--- src/rtl/weight_loader.sv ---
// Streams NUM_REGS weights into a register bank, one active-low load strobe per accepted beat,
// then pulses done one cycle after the last register has been strobed.
module weight_loader #(
    parameter int DATAWIDTH_BUS = 8,
    parameter int NUM_REGS      = 9,
    parameter int CNT_WIDTH     = 4
) (
    input  logic                     weight_loader_CLOCK,
    input  logic                     weight_loader_Reset_InHigh,
    input  logic                     weight_loader_Start_InHigh,
    input  logic                     weight_loader_Abort_InHigh,
    input  logic [DATAWIDTH_BUS-1:0] weight_loader_DataInBUS,
    input  logic                     weight_loader_Valid_InHigh,
    output logic                     weight_loader_Ready_OutHigh,
    output logic [DATAWIDTH_BUS-1:0] weight_loader_DataOutBUS,
    output logic [NUM_REGS-1:0]      weight_loader_Load_OutLow,
    output logic [CNT_WIDTH-1:0]     weight_loader_Index_Out,
    output logic                     weight_loader_Busy_OutHigh,
    output logic                     weight_loader_Done_OutHigh
);

    typedef enum logic [1:0] {
        S_IDLE  = 2'd0,
        S_LOAD  = 2'd1,
        S_FLUSH = 2'd2
    } state_t;

    localparam logic [CNT_WIDTH-1:0] LP_LAST = CNT_WIDTH'(NUM_REGS - 1);
    localparam logic [NUM_REGS-1:0]  LP_ONES = '1;

    state_t                   r_state;
    state_t                   w_state_nxt;
    logic                     r_ready;
    logic                     r_busy;
    logic                     r_done;
    logic [NUM_REGS-1:0]      r_load_n;
    logic [DATAWIDTH_BUS-1:0] r_data;
    logic [CNT_WIDTH-1:0]     r_index;

    logic [CNT_WIDTH-1:0]     w_index_nxt;
    logic [DATAWIDTH_BUS-1:0] w_data_nxt;
    logic [NUM_REGS-1:0]      w_load_nxt;
    logic                     w_done_nxt;

    // Strobes default to inactive every cycle, so a bit can only be low for the single
    // cycle following its accepted beat.
    always_comb begin
        w_state_nxt = r_state;
        w_index_nxt = r_index;
        w_data_nxt  = r_data;
        w_load_nxt  = LP_ONES;
        w_done_nxt  = 1'b0;
        case (r_state)
            S_IDLE: begin
                if (weight_loader_Start_InHigh) begin
                    w_state_nxt = S_LOAD;
                    w_index_nxt = '0;
                end
            end
            S_LOAD: begin
                if (weight_loader_Abort_InHigh) begin
                    w_state_nxt = S_IDLE;
                end else if (weight_loader_Valid_InHigh) begin
                    w_data_nxt  = weight_loader_DataInBUS;
                    w_load_nxt  = ~(NUM_REGS'(1) << r_index);
                    w_index_nxt = r_index + CNT_WIDTH'(1);
                    if (r_index == LP_LAST) begin
                        w_state_nxt = S_FLUSH;
                    end
                end
            end
            S_FLUSH: begin
                w_state_nxt = S_IDLE;
                w_done_nxt  = ~weight_loader_Abort_InHigh;
            end
            default: begin
                w_state_nxt = S_IDLE;
            end
        endcase
    end

    // Ready/Busy are registered from the next state so they line up with the state they describe.
    always_ff @(posedge weight_loader_CLOCK or posedge weight_loader_Reset_InHigh) begin
        if (weight_loader_Reset_InHigh) begin
            r_state  <= S_IDLE;
            r_ready  <= 1'b0;
            r_busy   <= 1'b0;
            r_done   <= 1'b0;
            r_load_n <= LP_ONES;
            r_data   <= '0;
            r_index  <= '0;
        end else begin
            r_state  <= w_state_nxt;
            r_ready  <= (w_state_nxt == S_LOAD);
            r_busy   <= (w_state_nxt != S_IDLE);
            r_done   <= w_done_nxt;
            r_load_n <= w_load_nxt;
            r_data   <= w_data_nxt;
            r_index  <= w_index_nxt;
        end
    end

    assign weight_loader_Ready_OutHigh = r_ready;
    assign weight_loader_DataOutBUS    = r_data;
    assign weight_loader_Load_OutLow   = r_load_n;
    assign weight_loader_Index_Out     = r_index;
    assign weight_loader_Busy_OutHigh  = r_busy;
    assign weight_loader_Done_OutHigh  = r_done;

endmodule

--- config.mk ---
export PLATFORM = sky130hd
export DESIGN_NAME = weight_loader
export DESIGN_NICKNAME = d
export VERILOG_FILES = /design/src/rtl/weight_loader.sv
export SDC_FILE = /design/constraint.sdc
export NUM_CORES = 1
export LEC_CHECK = 0
export CORE_UTILIZATION = 40
export CTS_CLUSTER_DIAMETER = 30
export CTS_CLUSTER_SIZE = 28
export DETAILED_ROUTE_END_ITERATION = 7
export GPL_TIMING_DRIVEN = 0
export PLACE_DENSITY = 0.74
export SLEW_MARGIN = 0
export SYNTH_ARGS = -nofsm -noshare
export SYNTH_HDL_FRONTEND = slang
export SYNTH_SLANG_ARGS = --single-unit
--- constraint.sdc ---
create_clock -name weight_loader_CLOCK -period 1.3 [get_ports weight_loader_CLOCK]
set_input_delay 0.26 -clock weight_loader_CLOCK [delete_from_list [all_inputs] [get_ports weight_loader_CLOCK]]
set_output_delay 0.26 -clock weight_loader_CLOCK [all_outputs]
set_load 0.03 [all_outputs]
==> results.txt, run 1 <==
- Outcome: complete, but fails checks
- Violated checks: setup timing
* Nature of the critical path startpoint: flop
* Total GRT Usage: 0.183
- Average footprint of a synthesized cell: ~11 um2
* Endpoints failing hold: 0
* Ranking of synthesized cells by area: sky130_fd_sc_hd__dfrtp_1 38%, sky130_fd_sc_hd__dfstp_2 21%, sky130_fd_sc_hd__nand2_1 9.6%
- Most common library cell in the layout ignoring fill and taps: sky130_fd_sc_hd__nand2_1
- Yosys Warn Count: 0
* Max-slew violations: 0
- Counting every sink on the clock net gives 26.
* Crit-path leading delay family: simple AND/OR/NAND/NOR gates
* Commonest non-fill, non-tap cells in the layout: 29 x sky130_fd_sc_hd__nand2_1, 17 x sky130_fd_sc_hd__buf_4, 14 x sky130_fd_sc_hd__buf_2, 14 x sky130_fd_sc_hd__dfrtp_1, 12 x sky130_fd_sc_hd__clkdlybuf4s50_1
- Walking the worst path, the cells encountered are inv_2 > ha_4 > nand4b_1 > or3_4 > inv_2.
- Power spread over the standard cell area amounts to around 1400 mW/mm2.
* Clock tree from TritonCTS: built
- Aggregate global routing overflow: 0
- Clock-pin slew was measured on the worst setup and hold paths at roughly 0.15 ns.
- Library cell with the largest summed area after synthesis: sky130_fd_sc_hd__dfrtp_1
- With fillers left out, the area of the finished cells amounts to 0.00163 mm2.
- Height of the die: 55.2 um
- From synthesis to final layout, the design area changed by 44.0%.
- The detailed router placed 880 vias in this run.
- For this block, the initial DRC count from the detailed router was 7.
- Drt pass-1 iters: 3
- In this run, distinct cell masters in the synthesized netlist total 23.
- In this design, the stage delay of the slowest critical-path cell is ~0.46 ns.
* Count of placed standard cells including taps: between 150 and 200
* Data required time of the critical path: ~1.6 ns
- Fmax achieved: about 740 MHz
- Headroom to the max-slew limit came out at 0.376.
- After detailed routing, the number of remaining DRC violations is 0.
- Die Width: ~55 um
- Final min period: 1.35 ns
- Worst Reg-to-Reg Cells: 5
* Worst Hold Class: input pin to asynchronous set/reset pin
- Fraction of final layout cells sized beyond drive strength 1: 0.442
* Mapped Cells: between 100 and 150
- Of all nets on the critical path, the largest fanout is 4.
- Between clock sinks in the finished design, the worst skew comes to 0.0247 ns.
* Worst setup slack after placement: -0.433 ns
- met2 is the most crowded layer.
- Setup repair after global routing could not meet its margin everywhere.
* Final setup margin: -0.0502 ns
* Drt wl/cell: between 10 and 15 um
- Final HPWL DP: between 1500 and 2000 um
* Slew at the pin with the worst max-slew slack: slightly above 0.9 ns
* Largest buffer count on any clock path: 2
* Placed standard-cell area: 0.00155 mm2
* Met2 Resource Use GR: 0.297
- By startpoint and endpoint, the worst setup path is classified as flop to flop.
- Initial Util: 0.441
- Avg Vias per Cell: 4.78
* Fraction of the core area covered by cells at the end of the flow: 0.635
- Cell Count, Final, Fillers Out: between 150 and 200
- Final worst path period share: 1.04
* Portion of the post-synthesis area used by sequential elements: 0.585
- LEAKAGE: just under 0.8 nW
- In this run the tool buffered the top-level ports with 36 buffer cells.
* Worst endpoint data arrival time: about 1.6 ns
* Global-route wire length before repair: around 3800 um
- Of the post-synthesis cell area, the dominant cell type holds 0.376.
- Die Outline Area: ~0.003 mm2
- Post-route ant nets: 0
* Crit-path slowest cell: sky130_fd_sc_hd__dfrtp_2
- Counting buffers and inverters, the worst setup path is 5 cells deep.
- Total Nets Final: approximately 170
- In this run the clock root is driven by a sky130_fd_sc_hd__clkbuf_4.
- Syn Std Cell Area: roughly 0.0011 mm2
- For this run, global-route usage on met3 was measured as 0.0492.
- Core area: around 0.0026 mm2
- The number of antenna violations at the first check in global routing is 0.
- Reg2reg setup slack: -0.05 ns
- Post-synthesis net count: 121
* Clk Latency, worst-skew pair: between 0.3 and 0.4 ns
* Worst IR Drop VDD: around 1.2 mV
- End of the worst register-to-register path: r_state[1]
- The tool flagged a number of max-cap violations equal to 0.
- Largest net degree at the start of global routing: 27
* Critical Path Most Common Cell: sky130_fd_sc_hd__inv_2
- Setup total negative slack on the finished layout was measured at -0.0852 ns.
- In the global route stage, met1 resource usage came out at 0.235.
- Buf+Inv Stages, Crit Path: 2
* Vias in the first global route: approximately 820
* Total of flip-flops plus latches after synthesis: 26
* Beginning of the worst register-to-register path: weight_loader_Index_Out[0]
- Io pins: 37
* CTS Buf Count: 3
* Final-report setup violation count: 3
- Routability-driven placement finished with a final weighted congestion of 0.754.
* Final hold slack: around 0.43 ns
* Capturing element type of the critical path: flop
- Sum of internal, switching and leakage power: between 2 and 2.5 mW
* Count of standard-cell rows: 18
- In this run the number of H-tree levels came out at 1.
* Antenna diode count: 0
- Final wirelength: between 2000 and 2500 um
- Post-CTS Hold Buffers: 0
## cell families (layout without fill, tap and decap cells)
| group | count (synthesis) | in the layout | synth area share |
|---|---|---|---|
| adder cells (fa/ha/maj) | 6 | 6 | 0.0664 |
| multiplexers | 3 | 3 | 0.0265 |
| flip-flops | 26 | 26 | 0.585 |
| AND/OR/NAND/NOR | 47 | 47 | 0.212 |
| buffers and inverters | 11 | 63 | 0.0608 |
| AO/OA/AOI/OAI | 9 | 9 | 0.0487 |
## Yosys cell counts
cell                        count
sky130_fd_sc_hd__a21oi_1        4
sky130_fd_sc_hd__a221o_2        1
sky130_fd_sc_hd__a22o_1         1
sky130_fd_sc_hd__and4bb_4       1
sky130_fd_sc_hd__buf_2          1
sky130_fd_sc_hd__buf_6          2
sky130_fd_sc_hd__buf_8          1
sky130_fd_sc_hd__dfrtp_1       17
sky130_fd_sc_hd__dfstp_2        9
sky130_fd_sc_hd__ha_1           6
sky130_fd_sc_hd__inv_1          7
sky130_fd_sc_hd__mux2i_1        3
sky130_fd_sc_hd__nand2_1       29
sky130_fd_sc_hd__nand2b_1       3
sky130_fd_sc_hd__nand3_1        3
sky130_fd_sc_hd__nand4_4        1
sky130_fd_sc_hd__nand4b_1       1
sky130_fd_sc_hd__nand4bb_1      1
sky130_fd_sc_hd__nor2_1         3
sky130_fd_sc_hd__nor2b_1        1
sky130_fd_sc_hd__nor3_1         3
sky130_fd_sc_hd__o21ai_0        3
sky130_fd_sc_hd__or3_2          1
## per-layer routing
metal	wire, um	vias to the layer above
met4	29	0
met1	1030	418
li1	-	436
met2	1170	21
met3	114	5
met5	0	-
## worst max-delay path by stage
stage                                 endpoint                       start  slack, ns
floorplan                           r_state[1]  weight_loader_Index_Out[1]      -0.07
finish                              r_state[1]  weight_loader_Index_Out[0]      -0.05
global placement    weight_loader_Index_Out[1]  weight_loader_Abort_InHigh      -0.40
global route                        r_state[1]  weight_loader_Index_Out[0]      -0.12
detailed placement  weight_loader_Index_Out[1]  weight_loader_Abort_InHigh      -0.43
CTS                 weight_loader_Index_Out[1]                  r_state[1]      -0.08
## sequential cells by signal (all words and copies together) (netlist names)
signal and cells:
weight_loader_Ready_OutHigh 1, r_state 2, weight_loader_Load_OutLow 9, weight_loader_Busy_OutHigh 1, weight_loader_Index_Out 4, weight_loader_Done_OutHigh 1, weight_loader_DataOutBUS 8
## power by group
group	internal (mW)	switching (mW)	total (mW)
clock network	0.120	0.227	0.347
registers	0.926	0.0780	1.00
logic	0.361	0.491	0.852
## timing repair
action                                  in CTS  in global routing
buffers inserted                             8                  5
endpoints found under the setup margin      37                 39
resized for setup                          103                 42
pin swaps                                    3                  4
## layout make-up
type                       count  area, um2
fill                         232        938
multi-input combinational     65        442
inverter                       7       26.3
buffer                         3       31.3
clock buffer                   4       26.3
sequential                    26        666
tap                           30       37.5
timing repair buffer          49        400
No activity file was read; power rests on OpenSTA's default activity.
==> inputs of run 2 (changes only) <==
--- a/config.mk
+++ b/config.mk
@@ -5,6 +5,7 @@
 export SDC_FILE = /design/constraint.sdc
 export NUM_CORES = 1
 export LEC_CHECK = 0
+export CORE_MARGIN = 10
 export CORE_UTILIZATION = 40
 export CTS_CLUSTER_DIAMETER = 30
 export CTS_CLUSTER_SIZE = 28
==> results.txt, run 2 (synthesized netlist as in run 1, its figures left out) <==
- The number of ports placed on the die boundary came to 37 (unchanged).
- Total via count after detailed routing: 899 (was 880)
* Die Outline Area: 0.00535 mm2 (was 0.00304 mm2)
* Final worst path period share: 1.04 (about the same)
- The areal power density over the cells was 1330 mW/mm2 (was 1350 mW/mm2).
- The fmax is 740 MHz (was 741 MHz).
- The routed wire length is 2660 um (was 2350 um).
* Most common library cell in the layout ignoring fill and taps: sky130_fd_sc_hd__nand2_1 (unchanged)
* Height of the die: 73.2 um (was 55.2 um)
- The beginning of the critical path is weight_loader_Abort_InHigh (was weight_loader_Index_Out[0]).
- The post-layout worst setup margin is -0.0516 ns (was -0.0502 ns).
- The latest clock arrival within the worst-skew pair came to 0.32 ns (was 0.33 ns).
- The global-route wire length before repair was 4460 um (was 3790 um).
- The area of all placed cells without fillers is 0.00166 mm2 (was 0.00163 mm2).
- Avg Vias per Cell: 4.78 (about the same)
- Total Nets Final: 177 (was 174)
- Worst Hold Class: input pin to asynchronous set/reset pin (unchanged)
- Aggregate global routing overflow: 0 (unchanged)
* Max reg flops: 9 (unchanged)
- The number of antenna-violating nets in the routed design came to 0 (unchanged).
* Worst IR Drop VDD: 0.965 mV (was 1.23 mV)
* Antenna violations before repair: 0 (unchanged)
* Drt pass-1 iters: 4 (was 3)
- The maximum number of pins on one net before global-route repair was 27 (unchanged).
- LEAKAGE: 0.817 nW (was 0.782 nW)
- Commonest non-fill, non-tap cells in the layout: 29 x sky130_fd_sc_hd__nand2_1, 16 x sky130_fd_sc_hd__buf_4, 14 x sky130_fd_sc_hd__dfrtp_1 (was 29 x sky130_fd_sc_hd__nand2_1, 17 x sky130_fd_sc_hd__buf_4, 14 x sky130_fd_sc_hd__buf_2, 14 x sky130_fd_sc_hd__dfrtp_1, 12 x sky130_fd_sc_hd__clkdlybuf4s50_1)
- Clock input transition at the sequential cells of the worst setup and hold paths: 0.14 ns (was 0.15 ns)
* Final-report setup violation count: 4 (was 3)
- Core area: 0.00273 mm2 (was 0.00257 mm2)
- The final total negative setup slack came to -0.0976 ns (was -0.0852 ns).
- The critical path startpoint category is an input pin (was flop).
* Critical path type: input pin to flop (was flop to flop)
- The per-cell routed wire length came to 14.2 um (was 12.8 um).
- DR iter-0 viols: 21 (was 7)
- The root cell of the clock tree is sky130_fd_sc_hd__clkbuf_4 (unchanged).
- Final min period: 1.35 ns (about the same)
- Maximum fanout count along the critical path: 5 (was 4)
- Worst endpoint data arrival time: 1.57 ns (was 1.63 ns)
- The standard cell area after detailed placement is 0.00155 mm2 (about the same).
* Clock tree from TritonCTS: built (unchanged)
- The global routing usage summed across all routing layers came to 0.106 (was 0.183).
- Worst slew margin: 0.361 (was 0.376)
* Violated checks: setup timing (unchanged)
* Max-slew violations: 0 (unchanged)
- The relative area change from synthesis to final layout is 46.7% (was 44.0%).
- The data required time at the worst endpoint is 1.52 ns (was 1.58 ns).
* Die Width: 73.2 um (was 55.2 um)
- Setup repair after global routing missed its margin: yes (unchanged)
- Endpoints failing hold: 0 (unchanged)
* Post-CTS Hold Buffers: 0 (unchanged)
* Final routed DRC violation total: 0 (unchanged)
- CTS Buf Count: 3 (unchanged)
* Sum of internal, switching and leakage power: 2.20 mW (about the same)
- The number of H-tree branching levels was 1 (unchanged).
- Worst setup slack after placement: -0.414 ns (was -0.433 ns)
- Largest buffer count on any clock path: 2 (unchanged)
- The number of max-cap violations was 0 (unchanged).
- Max Clock Skew: 0.00871 ns (was 0.0247 ns)
- Outcome: complete, but fails checks (unchanged).
- Final HPWL DP: 1920 um (was 1590 um)
- The transition at the pin with the smallest max-transition slack is 0.957 ns (was 0.935 ns).
- Fraction of the core area covered by cells at the end of the flow: 0.607 (was 0.635)
- The count of clock tree sinks was 26 (unchanged).
- The number of global-route vias before repair was 951 (was 819).
- Beginning of the worst register-to-register path: r_state[0] (was weight_loader_Index_Out[0])
- Capturing element type of the critical path: flop (unchanged)
- The number of rows created at floorplan was 19 (was 18).
- The total inserted antenna cells is 0 (unchanged).
- Number of port buffers: 36 (unchanged)
* Weighted congestion at the end of routability-driven global placement: 0.764 (was 0.754)
- Initial Util: 0.414 (was 0.441)
- The share of post-route cells with drive strength above 1 came to 0.446 (was 0.442).
==> run 2: routing by layer <==
metal,vias to the layer above,wire length (um),global-route usage
met5,-,0,0
met4,0,68,0.0570
met3,6,173,0.0313
met2,25,1420,0.179
met1,427,1000,0.115
li1,441,-,-
==> run 2: worst max-delay path, cell delays in order <==
cell,delay (ns)
sky130_fd_sc_hd__clkdlybuf4s50_1,0.53
sky130_fd_sc_hd__and4bb_4,0.28
sky130_fd_sc_hd__buf_8,0.13
sky130_fd_sc_hd__a221o_2,0.37
==> run 2: final cells by class <==
type                    instances  area (um2)
plain buffers                   4        42.5
clock buffers                   4        26.3
fillers                       218        1070
inverters                       7        26.3
multi-input cells              65         435
flip-flops and latches         26         666
well taps                      31        38.8
repair buffers                 51         424
==> run 2: final timing paths <==
check | end | slack [ns] | depth (start not counted)
min in group weight_loader_CLOCK | weight_loader_DataOutBUS[5] | 0.45 | 3
setup / recovery | weight_loader_Index_Out[1] | -0.05 | 4
hold / removal | weight_loader_DataOutBUS[0] | 0.44 | 2
hold reg to reg | weight_loader_DataOutBUS[7] | 0.49 | 2
setup reg to reg | weight_loader_Index_Out[1] | -0.04 | 3
max in group asynchronous | weight_loader_Index_Out[0] | 0.21 | 2
==> run 2: stage by stage <==
| step | hold slack (ns) | std cells |
|---|---|---|
| after global routing | 0.462 | 188 |
| after global placement | 0.459 | 169 |
| after detailed placement | 0.461 | 169 |
| final | 0.441 | 188 |
| after floorplan | 0.293 | 102 |
| after CTS | 0.445 | 184 |
==> run 2: power by group <==
group	switching, mW	internal (mW)
combinational	0.494	0.358
clock	0.227	0.120
sequential	0.0795	0.925
==> run 2: what timing repair did <==
item | 4_1_cts | 5_1_grt
buffers inserted | 11 | 4
pin swaps | 3 | 2
hold endpoints to repair | 0 | 0
cloned | 0 | 0
resized for setup | 111 | 25
endpoints found under the setup margin | 37 | 29
==> inputs of run 3 (changes only) <==
--- a/config.mk
+++ b/config.mk
@@ -7,7 +7,7 @@
 export LEC_CHECK = 0
 export CORE_MARGIN = 10
 export CORE_UTILIZATION = 40
-export CTS_CLUSTER_DIAMETER = 30
+export CTS_CLUSTER_DIAMETER = 120
 export CTS_CLUSTER_SIZE = 28
 export DETAILED_ROUTE_END_ITERATION = 7
 export GPL_TIMING_DRIVEN = 0
==> results of run 3 <==
No change in the layout: final DEF, timing and power equal those of run 2.
==> RTL edit (config.mk and constraints of run 3) <==
`r_data` no longer has a reset.
--- a/src/rtl/weight_loader.sv
+++ b/src/rtl/weight_loader.sv
@@ -88,5 +88,4 @@
             r_done   <= 1'b0;
             r_load_n <= LP_ONES;
-            r_data   <= '0;
             r_index  <= '0;
         end else begin
@@ -96,7 +95,10 @@
             r_done   <= w_done_nxt;
             r_load_n <= w_load_nxt;
-            r_data   <= w_data_nxt;
             r_index  <= w_index_nxt;
         end
+    end
+
+    always_ff @(posedge weight_loader_CLOCK) begin
+        r_data <= w_data_nxt;
     end
 
Behaviour: differs if weight_loader_Reset_InHigh is asserted again (counterexample within 4 cycles, from zero or initial values and one cycle with weight_loader_Reset_InHigh high); with weight_loader_Reset_InHigh held inactive, the same outputs for 10 cycles.
==> RTL edit against run 3 <==
  * The flow still finishes with violations (negative setup slack)
  * First-iteration DRC count grew 57%
  * Total power shrank 22%
  * Global-route usage shrank 0.99 points
  * Sequential cell count is the same
  * Routed wire length shrank 2.9%
  * Final cell count shrank 17%
  * Area after synthesis shrank 8.6%
  * Worst setup slack gained 0.031 ns
  * Worst hold slack lost 0.11 ns
  * Final area shrank 6.4%
==> RTL edit: results (changes against run 3) <==
Yosys cell types 19 (-17%); FF/Latch Area 709 um^2 (+6.6%); Pwr Total 1.71 mW (-22%); FF-to-FF path depth 5 (+2); EDFF count, synth 8 (+8); FF-to-FF Start weight_loader_Index_Out[0]$_DFFE_PP0P_; Layout Nets 146 (-18%); worst setup path endpoint weight_loader_Ready_OutHigh$_DFF_PP0_; Non-clk bufs 48 (-13%); area of the multi-input gates 345 um^2 (-21%); CTS resizes 107 (-3.6%); FFs w/ async S/R, synth 69.2% (-31 points); maximum number of pins on one net before global-route repair 19 (-30%); Worst Setup Start Kind flop; CP max-delay cell dfrtp_2; status complete, but fails checks; Syn Nets 93 (-23%); placed cell count 140 (-17%); clk cell area share 1.69% (+0.11 points); Avg Cell Area, Syn 14.0 um^2 (+26%); sequential share of cell area 45.7% (+5.6 points); synth top area cells edfxtp_1, dfstp_2, dfrtp_1; total negative slack -0.0316 ns (+0.0660 ns); Pre-antenna DRT Iters 5 (+1); fin util 62.7% (+2.0 points); Worst path max stage delay 0.48 ns (-0.05 ns); leakage 0.688 nW (-16%); critical-path maximum fanout 7 (+2); Multi-Input Combinational 40 (-38%); Detail Placement HPWL 1.80 mm (-6.1%); sequential power share 55.0% (+9.4 points); hold_ws 0.331 ns (-0.111 ns); fin worst setup slack -0.0207 ns (+0.0309 ns); dpl cell area 0.00145 mm^2 (-6.1%); fillers 206 (-5.5%); buffering overhead 25.7% (-2.4 points); Clk pwr share 19.6% (+3.9 points); final setup fails 2 (-2); final std cells w/o fill 156 (-17%); post-synthesis sequential area ratio 67.9% (+9.4 points); internal power 1.22 mW (-13%); WL/cell 16.6 um (+17%); failing checks negative setup slack; main flop type after synthesis dfstp_2; worst IR drop on VDD 0.555 mV (-42%); vias in the first global route 735 (-23%)
RTL edit: cell types whose count changed after synthesis, sizes merged, moves of 4 or more:
cell,change
a21oi,-4
buf,-4
dfrtp,-8
edfxtp,+8
nand2,-24
RTL edit: routing by layer:
| layer | share of wire [%] | routed length [um] | global-route usage, % | vias to the layer above |
|---|---|---|---|---|
| met5 | 0 | 0 | 0 | - |
| met4 | 1.0 | 27 | 4.52 | 0 |
| met3 | 6.5 | 167 | 2.65 | 2 |
| met2 | 48 | 1230 | 15.0 | 32 |
| met1 | 45 | 1160 | 11.9 | 387 |
| li1 | - | - | - | 359 |
RTL edit: logic make-up after synthesis:
| kind of cell | after synthesis | share of synthesized area [%] |
|---|---|---|
| AO/OA/AOI/OAI | 9 | 5.45 |
| adder cells (fa/ha/maj) | 6 | 7.26 |
| flip-flops | 26 | 67.9 |
| multiplexers | 3 | 2.91 |
| AND/OR/NAND/NOR | 22 | 13.6 |
| buffers and inverters | 8 | 2.91 |
